### src/rtl/pipeline_hazard_ctrl.sv
// Hazard unit for a 5-stage pipeline: load-use stalls, branch flushes, E-stage forwarding and dmem wait handling.
// Forwarding is enabled by defining HAZARD_FWD_EN; otherwise every RAW hazard against E or M is resolved by stalling.
module pipeline_hazard_ctrl #(
   parameter int unsigned REGBITS     = 5,
   parameter int unsigned MEM_TIMEOUT = 16
) (
   input  logic               clk,
   input  logic               rst,
   input  logic [REGBITS-1:0] rs1D,
   input  logic [REGBITS-1:0] rs2D,
   input  logic [REGBITS-1:0] rdD,
   input  logic               regwriteD,
   input  logic [1:0]         resultsrcD,
   input  logic               pcsrcE,
   input  logic               memreqM,
   input  logic               memreadyM,
   output logic               stallF,
   output logic               stallD,
   output logic               stallE,
   output logic               stallM,
   output logic               flushD,
   output logic               flushE,
   output logic [1:0]         forwardAE,
   output logic [1:0]         forwardBE,
   output logic [REGBITS-1:0] rs1E,
   output logic [REGBITS-1:0] rs2E,
   output logic [REGBITS-1:0] rdE,
   output logic [REGBITS-1:0] rdM,
   output logic [REGBITS-1:0] rdW,
   output logic               regwriteM,
   output logic               regwriteW,
   output logic               memwait,
   output logic               memerr
);

   localparam int unsigned CNTW = 8;

   typedef enum logic {
      ST_IDLE,
      ST_WAIT
   } wait_state_t;

   wait_state_t     state;
   logic [CNTW-1:0] cnt;
   logic [CNTW-1:0] cnt_inc;
   logic            regwrite_e;
   logic            isload_e;
   logic            mem_wait;
   logic            branch;
   logic            match_e;
   logic            hazard;

   // Reset forces every control output low, including the purely combinational wait
   assign mem_wait = rst & memreqM & ~memreadyM;
   assign branch   = rst & pcsrcE;
   assign memwait  = mem_wait;
   assign match_e  = (rdE != '0) && ((rdE == rs1D) || (rdE == rs2D));
   assign cnt_inc  = cnt + CNTW'(1);

`ifdef HAZARD_FWD_EN
   assign hazard = isload_e & regwrite_e & match_e;

   // M has priority over W; index 0 never forwards
   always_comb begin
      forwardAE = 2'b00;
      forwardBE = 2'b00;
      if (regwriteM && (rdM != '0) && (rdM == rs1E))
         forwardAE = 2'b10;
      else if (regwriteW && (rdW != '0) && (rdW == rs1E))
         forwardAE = 2'b01;
      if (regwriteM && (rdM != '0) && (rdM == rs2E))
         forwardBE = 2'b10;
      else if (regwriteW && (rdW != '0) && (rdW == rs2E))
         forwardBE = 2'b01;
   end
`else
   logic match_m;
   logic unused_isload;

   assign match_m       = (rdM != '0) && ((rdM == rs1D) || (rdM == rs2D));
   assign hazard        = (regwrite_e & match_e) | (regwriteM & match_m);
   assign forwardAE     = 2'b00;
   assign forwardBE     = 2'b00;
   assign unused_isload = isload_e;
`endif

   // A memory wait freezes everything and defers any branch flush until it clears
   always_comb begin
      stallF = 1'b0;
      stallD = 1'b0;
      stallE = 1'b0;
      stallM = 1'b0;
      flushD = 1'b0;
      flushE = 1'b0;
      if (mem_wait) begin
         stallF = 1'b1;
         stallD = 1'b1;
         stallE = 1'b1;
         stallM = 1'b1;
      end else if (branch) begin
         flushD = 1'b1;
         flushE = 1'b1;
      end else if (hazard) begin
         stallF = 1'b1;
         stallD = 1'b1;
         flushE = 1'b1;
      end
   end

   // E stage tracking: bubble on flush, hold on stall
   always_ff @(posedge clk or negedge rst) begin
      if (!rst) begin
         rs1E       <= '0;
         rs2E       <= '0;
         rdE        <= '0;
         regwrite_e <= 1'b0;
         isload_e   <= 1'b0;
      end else if (flushE) begin
         rs1E       <= '0;
         rs2E       <= '0;
         rdE        <= '0;
         regwrite_e <= 1'b0;
         isload_e   <= 1'b0;
      end else if (!stallE) begin
         rs1E       <= rs1D;
         rs2E       <= rs2D;
         rdE        <= rdD;
         regwrite_e <= regwriteD;
         isload_e   <= (resultsrcD == 2'b01);
      end
   end

   // M holds during a wait while W takes a bubble
   always_ff @(posedge clk or negedge rst) begin
      if (!rst) begin
         rdM       <= '0;
         regwriteM <= 1'b0;
         rdW       <= '0;
         regwriteW <= 1'b0;
      end else if (mem_wait) begin
         rdW       <= '0;
         regwriteW <= 1'b0;
      end else begin
         rdM       <= rdE;
         regwriteM <= regwrite_e;
         rdW       <= rdM;
         regwriteW <= regwriteM;
      end
   end

   // Wait tracker: counts stalled cycles past the first and raises a sticky timeout error
   always_ff @(posedge clk or negedge rst) begin
      if (!rst) begin
         state  <= ST_IDLE;
         cnt    <= '0;
         memerr <= 1'b0;
      end else begin
         case (state)
            ST_IDLE: begin
               cnt <= '0;
               if (mem_wait)
                  state <= ST_WAIT;
            end
            ST_WAIT: begin
               if (!mem_wait) begin
                  state <= ST_IDLE;
                  cnt   <= '0;
               end else begin
                  if (cnt != '1)
                     cnt <= cnt_inc;
                  if (cnt_inc == CNTW'(MEM_TIMEOUT))
                     memerr <= 1'b1;
               end
            end
            default: begin
               state <= ST_IDLE;
               cnt   <= '0;
            end
         endcase
      end
   end

endmodule

### config.mk
export PLATFORM = sky130hd
export DESIGN_NAME = pipeline_hazard_ctrl
export DESIGN_NICKNAME = d
export VERILOG_FILES = /design/src/rtl/pipeline_hazard_ctrl.sv
export SDC_FILE = /design/constraint.sdc
export NUM_CORES = 1
export LEC_CHECK = 0
export CORE_MARGIN = 3
export CORE_UTILIZATION = 44
export CTS_BUF_LIST = sky130_fd_sc_hd__clkbuf_4 sky130_fd_sc_hd__clkbuf_8
export CTS_CLUSTER_SIZE = 40
export DETAILED_ROUTE_END_ITERATION = 12
export GPL_ROUTABILITY_DRIVEN = 0
export GPL_TIMING_DRIVEN = 0
export PLACE_DENSITY = 0.78
export SYNTH_ARGS = -nofsm -noshare
export SYNTH_HDL_FRONTEND = slang
export SYNTH_SLANG_ARGS = --single-unit
### constraint.sdc
create_clock -name clk -period 1.6 [get_ports clk]
set_input_delay 0.24 -clock clk [delete_from_list [all_inputs] [get_ports clk]]
set_output_delay 0.24 -clock clk [all_outputs]
set_load 0.005 [all_outputs]
==> results of run 1 <==
-- through the flow --
stage | setup TNS, ns | std cells | total power, mW | area (µm²)
floorplan | -1.88 | 197 | 1.42 | 2140
global placement | -104.14 | 304 | 1.73 | 2750
detailed placement | -33.14 | 304 | 1.74 | 2750
CTS | -7.77 | 337 | 2.50 | 3140
global route | -10.13 | 344 | 2.66 | 3260
finish | -8.71 | 344 | 2.53 | 3260
-- critical path: cells and delay by family --
family                    cells  cell delay, ns
and+or+nand+nor               1            0.11
AOI/OAI and AO/OA             3            0.60
buffers and inverters         3            0.78
xor gates and xnor gates      1            0.23
-- timing repair --
action                                  in CTS  in global routing
pin swaps                                   10                 13
cloned                                       1                  1
endpoints found under the hold margin       38                  0
buffers inserted                            25                  7
resized for setup                           50                 17
endpoints found under the setup margin      42                 26
hold buffers                                 2                  0
-- worst paths after layout --
path | start | end | slack (ns)
worst max-delay path | rs2D[3] | stallF | -0.60
worst min-delay path | memerr | memerr | 0.49
worst max register to register | rdE[0] | rs2E[0] | -0.49
worst min register to register | memerr | memerr | 0.49
max in group asynchronous | rst | rdM[3] | 0.41
min in group asynchronous | rst | rdW[0] | 0.53
-- final cells by class --
| cell class | instances | area (µm²) | share of cell area, % |
|---|---|---|---|
| multi-input cells | 128 | 1090 | 33.5 |
| flip-flops and latches | 38 | 963 | 29.5 |
| repair buffers | 90 | 866 | 26.5 |
| plain buffers | 14 | 133 | 4.06 |
| clock buffers | 6 | 82.6 | 2.53 |
| well taps | 52 | 65.1 | 1.99 |
| inverters | 16 | 60.1 | 1.84 |
-- logic make-up after synthesis --
kind of cell / count (synthesis) / synth area share (%)
buf+inv: 31 / 7.66
compound gates: 32 / 18.4
mux: 8 / 4.19
flops: 38 / 45.5
simple gates: 60 / 13.9
other cells: 1 / 0.179
xor+xnor: 23 / 9.64
fa+ha+maj: 1 / 0.598
-- state kept, by name (all words and copies together), names as in the netlist, 5 cells and up --
name,flops
rdE,5
rdW,5
rs2E,5
rs1E,5
cnt,8
rdM,5
-- power by group --
group | total [mW] | internal (mW) | switching (mW)
clock network | 0.646 | 0.332 | 0.314
logic | 0.754 | 0.453 | 0.301
registers | 1.13 | 1.05 | 0.0829
-- placed cells by master (no fill, tap or decap), drive strengths merged, types with 4 or more instances in the layout --
cell type / count
buf: 46
clkbuf: 12
clkdlybuf4s50: 43
conb: 4
dfrtp: 38
dlygate4sd2: 6
inv: 16
mux2: 6
nand2: 22
nor2: 12
nor2b: 7
nor3: 6
o31ai: 16
xor2: 21
-- metal layers --
layer	up-vias	global-route usage, %
li1	844	-
met1	856	25.4
met2	57	34.0
met3	8	6.41
met4	0	7.11
met5	-	0
==> summary by stage, run 1 <==
Placed design
Before CTS, the worst setup slack after placement is -1.61 ns. The count of buffers inserted at the top-level ports is 55. The wire-length estimate of the detail-placed layout is between 3000 and 4000 µm.

Timing
The max-slew violation total from the final report is 0. The final clock skew is 0.00600 ns. The clock period minus worst slack is 2.20 ns. In this run the tightest slew margin relative to its limit is between 40% and 50%. The final worst-path setup slack is -0.603 ns. The final-report setup violation count is 19.

The smallest hold slack is 0.489 ns. For the pin with the worst max-slew slack, the measured transition is approximately 0.85 ns. The number of hold violations in the final report is 0. Setup repair after global routing could not meet its margin everywhere.

Based on the critical path, the design can be clocked at up to 454 MHz. The final critical path takes up 138% of the cycle.

Route
The count of vias placed by the detailed router is 1765. The routed design uses 309 µm of met3 wire. The highest layer touched by signal routing is met4. After detailed routing, the met2 layer carries 2950 µm of wire.

The average wire per cell in the routed design is 16.6 µm. In the final routing, the length of wire on met1 measures 2380 µm. The post-route DRC violation count is 0. The post-detailed-route count of antenna-violating nets is 0. In this run, the number of DRC markers left after iteration 0 of detailed routing was 94. The wire length reported by the detailed router is 5730 µm. The number of iterations in the first detailed-routing pass is 4. Dividing the detail-routed via count by the number of cells gives ~5.

Worst setup path
The endpoint required time on the critical path is 1.36 ns. The most prevalent standard cell on the critical path is buf_6. The type of the worst setup path is in -> out. The maximum net fanout on the critical path is 3. The cell with the largest stage delay on the worst path is clkdlybuf4s50_1. The number of cells on the worst reg-to-reg path is 8. STA classifies the critical path startpoint as an input pin. The maximum single-stage delay on the critical path is between 0.5 and 0.6 ns. The critical path goes through clkdlybuf4s50_1, xor2_1, nor3_1, a22oi_2, o22ai_1, a21o_1, buf_6, buf_6.

The endpoint type of the worst setup path is a primary output. For the worst setup path, the data arrival time is 1.96 ns.

Final layout
After the last flow step, the layout net total stands at between 300 and 400. The number of fill cells in the layout is between 200 and 300. For this run, the share of the core covered by cells in the final layout is between 70% and 80%. The post-synthesis to final-layout area growth is 56.1%. The share of cells above drive strength 1 is 34.9%.

The final antenna diode count is 0.

Pwr
The total power density per cell area is 775 nW/µm². In this run the static leakage power is 1.52 nW. The maximum VDD drop is around 380 µV.

Synthesis
Yosys attributes the largest share of cell area to dfrtp_1 (45%), o31ai_4 (10%), xor2_1 (8.8%). The register area share after synthesis is 45.5%. After synthesis, the share of flip-flops with an asynchronous set or reset is 100%. The Yosys step of the flow raised 0 warnings. The count of different cell masters after synthesis is 36. The most frequent cell after synthesis is dfrtp_1. The cell area that synthesis handed to floorplanning was 2090 µm².

The mean post-synth cell area is 10.8 µm². In this run, synthesis produced a sequential element count of 38. The top flip-flop cell by instance count after synthesis is dfrtp_1. Of the post-synthesis cell area, the dominant cell type holds 45.5%. Synthesis handed over a netlist of 194 instances. The top cell type by total area after synthesis is dfrtp_1. The synthesized design contains 0 enable-type register cells. Sorting the synthesized cells by how often they occur yields dfrtp_1 (38), nand2_1 (22), xor2_1 (21).

CTS
The deepest clock path buffer count is 2. The H-tree was split into 2 levels. The tree built by TritonCTS fans out to 38 sinks. The post-CTS clock slew at the launch and capture registers of the worst setup and hold paths is 0.07 ns. Buffers inserted during clock tree synthesis total 5. The TritonCTS clock tree is built. The buffer cell driving the clock tree root is clkbuf_8. The clock latency of the later-clocked register in the worst-skew pair is a little under 0.3 ns.

Worst hold path
The tightest min-delay check is of the reg -> reg type. Counting instances, the worst hold path has a depth of 1.

Run
The tool flagged a number of max-cap violations equal to 0.

Global route
Summed over all layers, the global routing overflow is 0. In the global route stage, overall resource usage came out at around 20%. The number of antenna violations at the first check in global routing is 0. Entering global routing, the biggest net connects 21 pins. The via count of the first global-routing pass is about 1700. The global-route wire length before repair is between 8000 and 9000 µm.

Floorplanning
After floorplanning, the core was sized to cover 4470 µm². The die covers 5610 µm². The initial utilization of the core area, before any placement, comes to 46.7%.

The die is about 75 µm tall. The width of the chip is 74.9 µm. 62 I/O pins were placed. The number of standard-cell rows in the floorplan is 24.

Outcome
The final reports fail on setup timing. The run finished, with violations left.
Power figures use the tool's default switching activity.
==> inputs of run 2 (changes only) <==
--- a/config.mk
+++ b/config.mk
@@ -13,6 +13,7 @@
 export GPL_ROUTABILITY_DRIVEN = 0
 export GPL_TIMING_DRIVEN = 0
 export PLACE_DENSITY = 0.78
+export RECOVER_POWER = 100
 export SYNTH_ARGS = -nofsm -noshare
 export SYNTH_HDL_FRONTEND = slang
 export SYNTH_SLANG_ARGS = --single-unit
==> run 2 against run 1 <==
The run still ends with setup timing left. Highest routed layer unchanged. Critical path depth decreased by 2. Final area decreased by 1.6%. Die area unchanged. Sequential power about the same. Largest cell class unchanged. Count of clock-buffer cells in the layout unchanged. Setup slack improved by 0.0013 ns. Sequential cell count unchanged. Non-clock buffer count unchanged. Clock skew about the same.
==> summary by stage, run 2 (same netlist as run 1, synthesis figures left out) <==
Placed design
In this run, placement finished with an instance count of 304. Once placement finished, the instance area stood at 2750 µm². The count of buffers inserted at the top-level ports is between 50 and 60.

The post-placement worst setup slack is -1.61 ns. The final HPWL from detailed placement is 3460 µm.

CTS
Clock-pin slew was measured on the worst setup and hold paths at 0.07 ns. TritonCTS built the clock tree. Clock latency on the worst-skew pair, taken at its later pin, is 0.29 ns. The cell sitting at the root of the clock tree is a clkbuf_8. Clock tree synthesis found a total of 38 sinks. The maximum level of the CTS H-tree is 2.

Counting the buffers created by CTS gives 5. The deepest clock path buffer count is 2.

Worst setup path
The endpoint type of the worst setup path is a primary output. Data on the critical path arrives at its endpoint at 1.96 ns. Data on the critical path is required at its endpoint by 1.36 ns. The maximum net fanout on the critical path is 4.

The worst setup path is launched from a register. The type of the worst setup path is reg -> out.

Global route
The number of antenna violations at the first check in global routing is 0. The global routing met2 resource utilization is between 30 and 40%. The met3 routing resource usage after global routing is 6.41%.

The layer flagged by global routing as most heavily used is met2. The via count of the first global-routing pass is 1746. The global-route wire length before repair is 8470 µm. Entering global routing, the biggest net connects 21 pins. Summed over all layers, the global routing overflow is 0. The met1 track demand over resource is between 20 and 30%. Global routing consumed, over all layers together, between 20% and 30% of the routing resources.

Timing
The slew at the pin closest to its max-slew limit is roughly 1.1 ns. Setup repair after global routing could not meet its margin everywhere. The final-report setup violation count is 19. For this run, the top clock speed supported by timing is 454 MHz.

The post-route fraction of the period consumed by the critical path is 138%. The headroom to the max-slew limit is between 20% and 30%. The max-slew violation total from the final report is 0. The final clock skew is approximately 0.0061 ns.

The clock period minus worst slack is 2.20 ns. The final worst-path setup slack is -0.602 ns. The number of hold violations in the final report is 0.

Worst hold path
The class of the tightest hold or removal check is reg -> reg.

Final layout
The register name with the most flops is cnt. Leaving out fill and tap cells, the most frequent cell in the layout is clkdlybuf4s50_1. The number of nets in the layout is 317. The post-synthesis to final-layout area growth is 53.6%. After routing the design area is 3210 µm².

The number of antenna diodes in the final layout is 0. The register with the most flip-flops in the layout has 8 of them. The top cell types in the final layout, fill and taps aside, are clkdlybuf4s50_1 (43), buf_4 (34), dfrtp_1 (28). Fill cells in the final layout number 309. For this run, the number of standard cells in the final layout without fillers is 344. The share of cells above drive strength 1 is 33.2%.

Route
Wires add up to 5730 µm. The count of vias placed by the detailed router is around 1800. The number of iterations in the first detailed-routing pass is 4. Dividing the detail-routed wire length by the instance count gives 16.7 µm. The post-detailed-route via-to-cell ratio is 5.14. The number of DRC markers in iteration 0 is roughly 110. In the routed design, unresolved DRC markers number 0. The count of nets left with antenna violations once routing finished came out at 0.

Pwr
After layout, the design draws a total of 2.52 mW. The total power density per cell area is 783 nW/µm². The static power due to leakage is 1.49 nW. The maximum VDD drop is 378 µV.

Floorplanning
The number of standard-cell rows in the floorplan is 24. In this run the vertical extent of the chip is approximately 75 µm. The count of boundary I/O pins is 62. The width of the chip is approximately 75 µm. The die covers between 5000 and 6000 µm². The initial cell density of the core is a little under half.

The area of the core is between 4000 and 5000 µm².

Outcome
The flow ran to the end, but the final reports show violations. The final reports fail on setup timing.

Run
The tool flagged a number of max-cap violations equal to 0.
-- run 2: changes by cell type in the layout (fill, tap and decap cells not counted) --
cell,change
nor2_4,-1
nand2_1,+1
nor2_1,+1
bufbuf_16,-1
clkbuf_1,+3
nand2_2,-1
buf_4,-1
clkbuf_8,-1
-- run 2: stage by stage --
stage               setup TNS [ns]  utilization [%]  hold WS (ns)
floorplan                    -1.88                -       -0.0556
global route                -11.12             71.8         0.498
global placement           -104.14             61.5         0.459
CTS                          -7.77             70.1         0.481
detailed placement          -33.14             61.4         0.405
finish                       -8.74             71.8         0.489
-- run 2: layout make-up --
class	count	area, µm²	area share, %
inverter	16	60.1	1.87
tap	52	65.1	2.03
sequential	38	963	30.0
multi-input combinational	128	1080	33.7
buffer	14	123	3.82
clock buffer	6	82.6	2.57
timing repair buffer	90	833	26.0
-- run 2: timing repair --
item,CTS,global route
endpoints found under the setup margin,42,26
pin swaps,10,13
hold buffers,2,0
resized for setup,50,17
setup buffers,25,7
cloned,1,1
hold endpoints to repair,38,0
-- run 2: final timing paths --
check / start / to / slack (ns) / depth (start not counted)
worst max-delay path: rdE[0] / stallF / -0.60 / 6
worst min-delay path: memerr / memerr / 0.49 / 1
worst max register to register: rdE[0] / rs2E[0] / -0.49 / 8
worst min register to register: memerr / memerr / 0.49 / 1
max in group asynchronous: rst / rdE[4] / 0.06 / 2
min in group asynchronous: rst / rdM[2] / 0.60 / 2
-- run 2: power by group --
part	switching (mW)	leakage [nW]	internal [mW]	total, mW
Sequential	0.0833	0.477	1.05	1.13
Clock	0.314	0.0431	0.332	0.646
Combinational	0.298	0.968	0.440	0.738
Total	0.696	1.49	1.82	2.52
-- run 2: layer usage --
| layer | vias up | wire, µm |
|---|---|---|
| li1 | 844 | - |
| met1 | 863 | 2420 |
| met2 | 54 | 2930 |
| met3 | 8 | 305 |
| met4 | 0 | 80 |
| met5 | - | 0 |
-- run 2: critical path, cell delays in order, from the launching register on --
cell and delay (ns):
dfrtp_2 0.43, or4_4 0.56, o21ai_4 0.15, o22ai_1 0.09, a21o_1 0.22, buf_6 0.12, buf_6 0.10
==> inputs of run 3 (changes only) <==
--- a/config.mk
+++ b/config.mk
@@ -5,6 +5,7 @@
 export SDC_FILE = /design/constraint.sdc
 export NUM_CORES = 1
 export LEC_CHECK = 0
+export CAP_MARGIN = 10
 export CORE_MARGIN = 3
 export CORE_UTILIZATION = 44
 export CTS_BUF_LIST = sky130_fd_sc_hd__clkbuf_4 sky130_fd_sc_hd__clkbuf_8
@@ -12,7 +13,7 @@
 export DETAILED_ROUTE_END_ITERATION = 12
 export GPL_ROUTABILITY_DRIVEN = 0
 export GPL_TIMING_DRIVEN = 0
-export PLACE_DENSITY = 0.78
+export PLACE_DENSITY = 0.75
 export RECOVER_POWER = 100
 export SYNTH_ARGS = -nofsm -noshare
 export SYNTH_HDL_FRONTEND = slang
==> run 3 against run 2 <==
Largest power group unchanged. Setup slack lost 0.0012 ns. Critical path type unchanged. Final area is 0.58% higher. The flow still finishes with violations (setup timing). Non-clock buffer count down 6. Hold slack worse by 0.0093 ns. Critical path depth stayed put. Sequential cell count did not move. Count of clock-buffer cells in the layout grew 1.
==> summary by stage, run 3 (same netlist as run 1, synthesis figures left out) <==
Outcome
The run finished, with violations left. The final reports fail on setup timing.

Route
Summing over every cut layer, the via total after detailed routing is ~1700. For this block, the initial DRC count from the detailed router was 63. The average wire per cell in the routed design is 16.6 µm. The post-detailed-route count of antenna-violating nets is 0. The post-detailed-route via-to-cell ratio is 5.13. The wire length reported by the detailed router is around 5700 µm. For this run, design rule violations remaining after detail routing come to 0.

The number of iterations in the first detailed-routing pass is 4.

Final layout
The final antenna diode count is 0. The library cell used most frequently in the layout, excluding fill and tap cells, is dfrtp_1. The number of nets in the layout is 311. Counting flops per register, the top entry is cnt. Leaving out fill and tap cells, the most frequent cells in the layout are dfrtp_1 (31), clkdlybuf4s50_1 (26), nand2_1 (22). The post-route netlist has approximately a third of its cells at a drive strength greater than 1. The post-synthesis to final-layout area growth is 54.5%.

The number of flip-flops in the largest register is 8. Measured on the finished design, the core utilization comes to 72.2%.

Worst setup path
The critical path in this run is classified as reg -> out. STA classifies the critical path endpoint as a primary output. For this run, the slowest stage of the critical path takes 0.56 ns. The critical path goes through or4_4, o21ai_4, o22ai_1, a21o_1, buf_6, buf_6. In this design, the critical path's most frequently occurring cell is buf_6. Data on the critical path is required at its endpoint by 1.36 ns. The critical path startpoint category is a register.

Along the worst path, the maximum fanout reaches 4. The cell with the largest stage delay on the worst path is or4_4. Data arrives at the worst endpoint at 1.96 ns. For flop-to-flop paths, the worst setup slack is -0.47 ns.

Floorplanning
The count of boundary I/O pins is 62. The floorplan step defined a die boundary enclosing 5610 µm². The die is 74.9 µm wide.

The initial cell density of the core is 46.7%. The number of standard-cell rows in the floorplan is 24. The core region is 4470 µm². The die outline height is 74.9 µm.

Timing
For the pin with the worst max-slew slack, the measured transition is 1.08 ns. The number of hold violations in the final report came to 0. Setup repair after global routing could not meet its margin everywhere. The maximum clock rate is between 400 and 500 MHz.

In this run the tightest slew margin relative to its limit is between 20 and 30%. The final clock skew is slightly below 0.003 ns. For the finished layout, the period the worst path requires is around 2.2 ns. The smallest hold slack is 0.480 ns.

The max-slew violation total from the final report is 0. Dividing the final minimum period by the clock period gives 138%. The final-report setup violation count is 25. The total negative slack for setup checks is -8.96 ns. After layout, the worst setup slack is -0.603 ns.

Worst hold path
The class of the tightest hold or removal check is reg -> reg.

Pwr
Across the VDD grid, the largest voltage drop is 521 µV. The static power due to leakage is 1.50 nW. The total power density per cell area is 839 nW/µm².

CTS
The clock passes through at most 2 buffers. After clock tree synthesis, the clock-pin slew on the worst setup and hold paths is 0.08 ns. The clock net sink count is 38. In this run, CTS created clock tree buffers numbering 5. The H-tree was split into 2 levels. The buffer cell driving the clock tree root is clkbuf_8.

The clock latency of the later-clocked register in the worst-skew pair is 0.29 ns. TritonCTS built the clock tree.

Global route
The global-route wire length before repair is 8610 µm. In the global route stage, overall resource usage came out at between 20% and 30%. The via count of the first global-routing pass is 1745.

Summed over all layers, the global routing overflow is 0. The number of antenna violations at the first check in global routing was 0. The pin count of the biggest net entering global routing is 21.

Run
The count of maximum capacitance violations is 0.

Placed design
Buffers placed on the I/O ports in this run total between 50 and 60. The wire-length estimate of the detail-placed layout is between 3000 and 4000 µm.
[run 3: changes by cell type in the layout (fill, tap and decap cells not counted), moves of 4 or more]
cell / change
clkdlybuf4s50_1: -17
dlygate4sd3_1: +17
buf_4: -14
o31ai_1: -5
clkbuf_4: +4
[run 3: metal layers]
layer | routed length, µm | GRT usage [%] | vias to the layer above | part of all wire [%]
li1 | - | - | 835 | -
met1 | 2420 | 26.6 | 845 | 43
met3 | 290 | 6.01 | 8 | 5.1
met5 | 0 | 0 | - | 0
met2 | 2880 | 34.2 | 55 | 51
met4 | 65 | 4.94 | 0 | 1.1
[run 3: cell type report]
type / count / area, µm²
clock inverters: 1 / 30.0
fillers: 323 / 1240
flip-flops and latches: 38 / 960
inverters: 16 / 60.1
clock buffers: 7 / 83.8
multi-input cells: 128 / 1120
plain buffers: 15 / 138
well taps: 52 / 65.1
repair buffers: 83 / 771
[run 3: path summary, 6_finish.rpt]
kind / cells after the start / to / from
setup / recovery: 6 / stallF / rdE[0]
hold / removal: 1 / memerr / memerr
setup reg to reg: 8 / rs2E[1] / rdM[1]
hold reg to reg: 1 / memerr / memerr
max in group asynchronous: 2 / rdM[2] / rst
min in group asynchronous: 2 / cnt[3] / rst
[run 3: power breakdown]
group          switching, mW  internal [mW]
clock network          0.351          0.501
logic                  0.305          0.427
registers             0.0809           1.04
[run 3: stage by stage]
step | worst slack [ns] | instance area [µm²] | total power, mW | instances
2_1_floorplan | -0.211 | 2140 | 1.42 | 197
3_3_place_gp | -2.69 | 2750 | 1.73 | 304
3_5_place_dp | -1.67 | 2750 | 1.73 | 304
4_1_cts | -0.643 | 3210 | 2.72 | 339
5_1_grt | -0.659 | 3230 | 2.83 | 340
6_report | -0.603 | 3230 | 2.71 | 340
[run 3: timing repair]
action | 4_1_cts | 5_1_grt
cloned | 2 | 0
pin swaps | 10 | 14
gates resized for setup | 51 | 31
hold buffers | 2 | 0
setup buffers | 23 | 2
setup endpoints to repair | 43 | 27
hold endpoints to repair | 38 | 0
[run 3: critical path, delay by kind of cell, from the launching register on]
family / cells / cell delay, ns
flip-flops: 1 / 0.44
buffers and inverters: 2 / 0.22
AO/OA/AOI/OAI: 3 / 0.45
AND/OR/NAND/NOR: 1 / 0.56
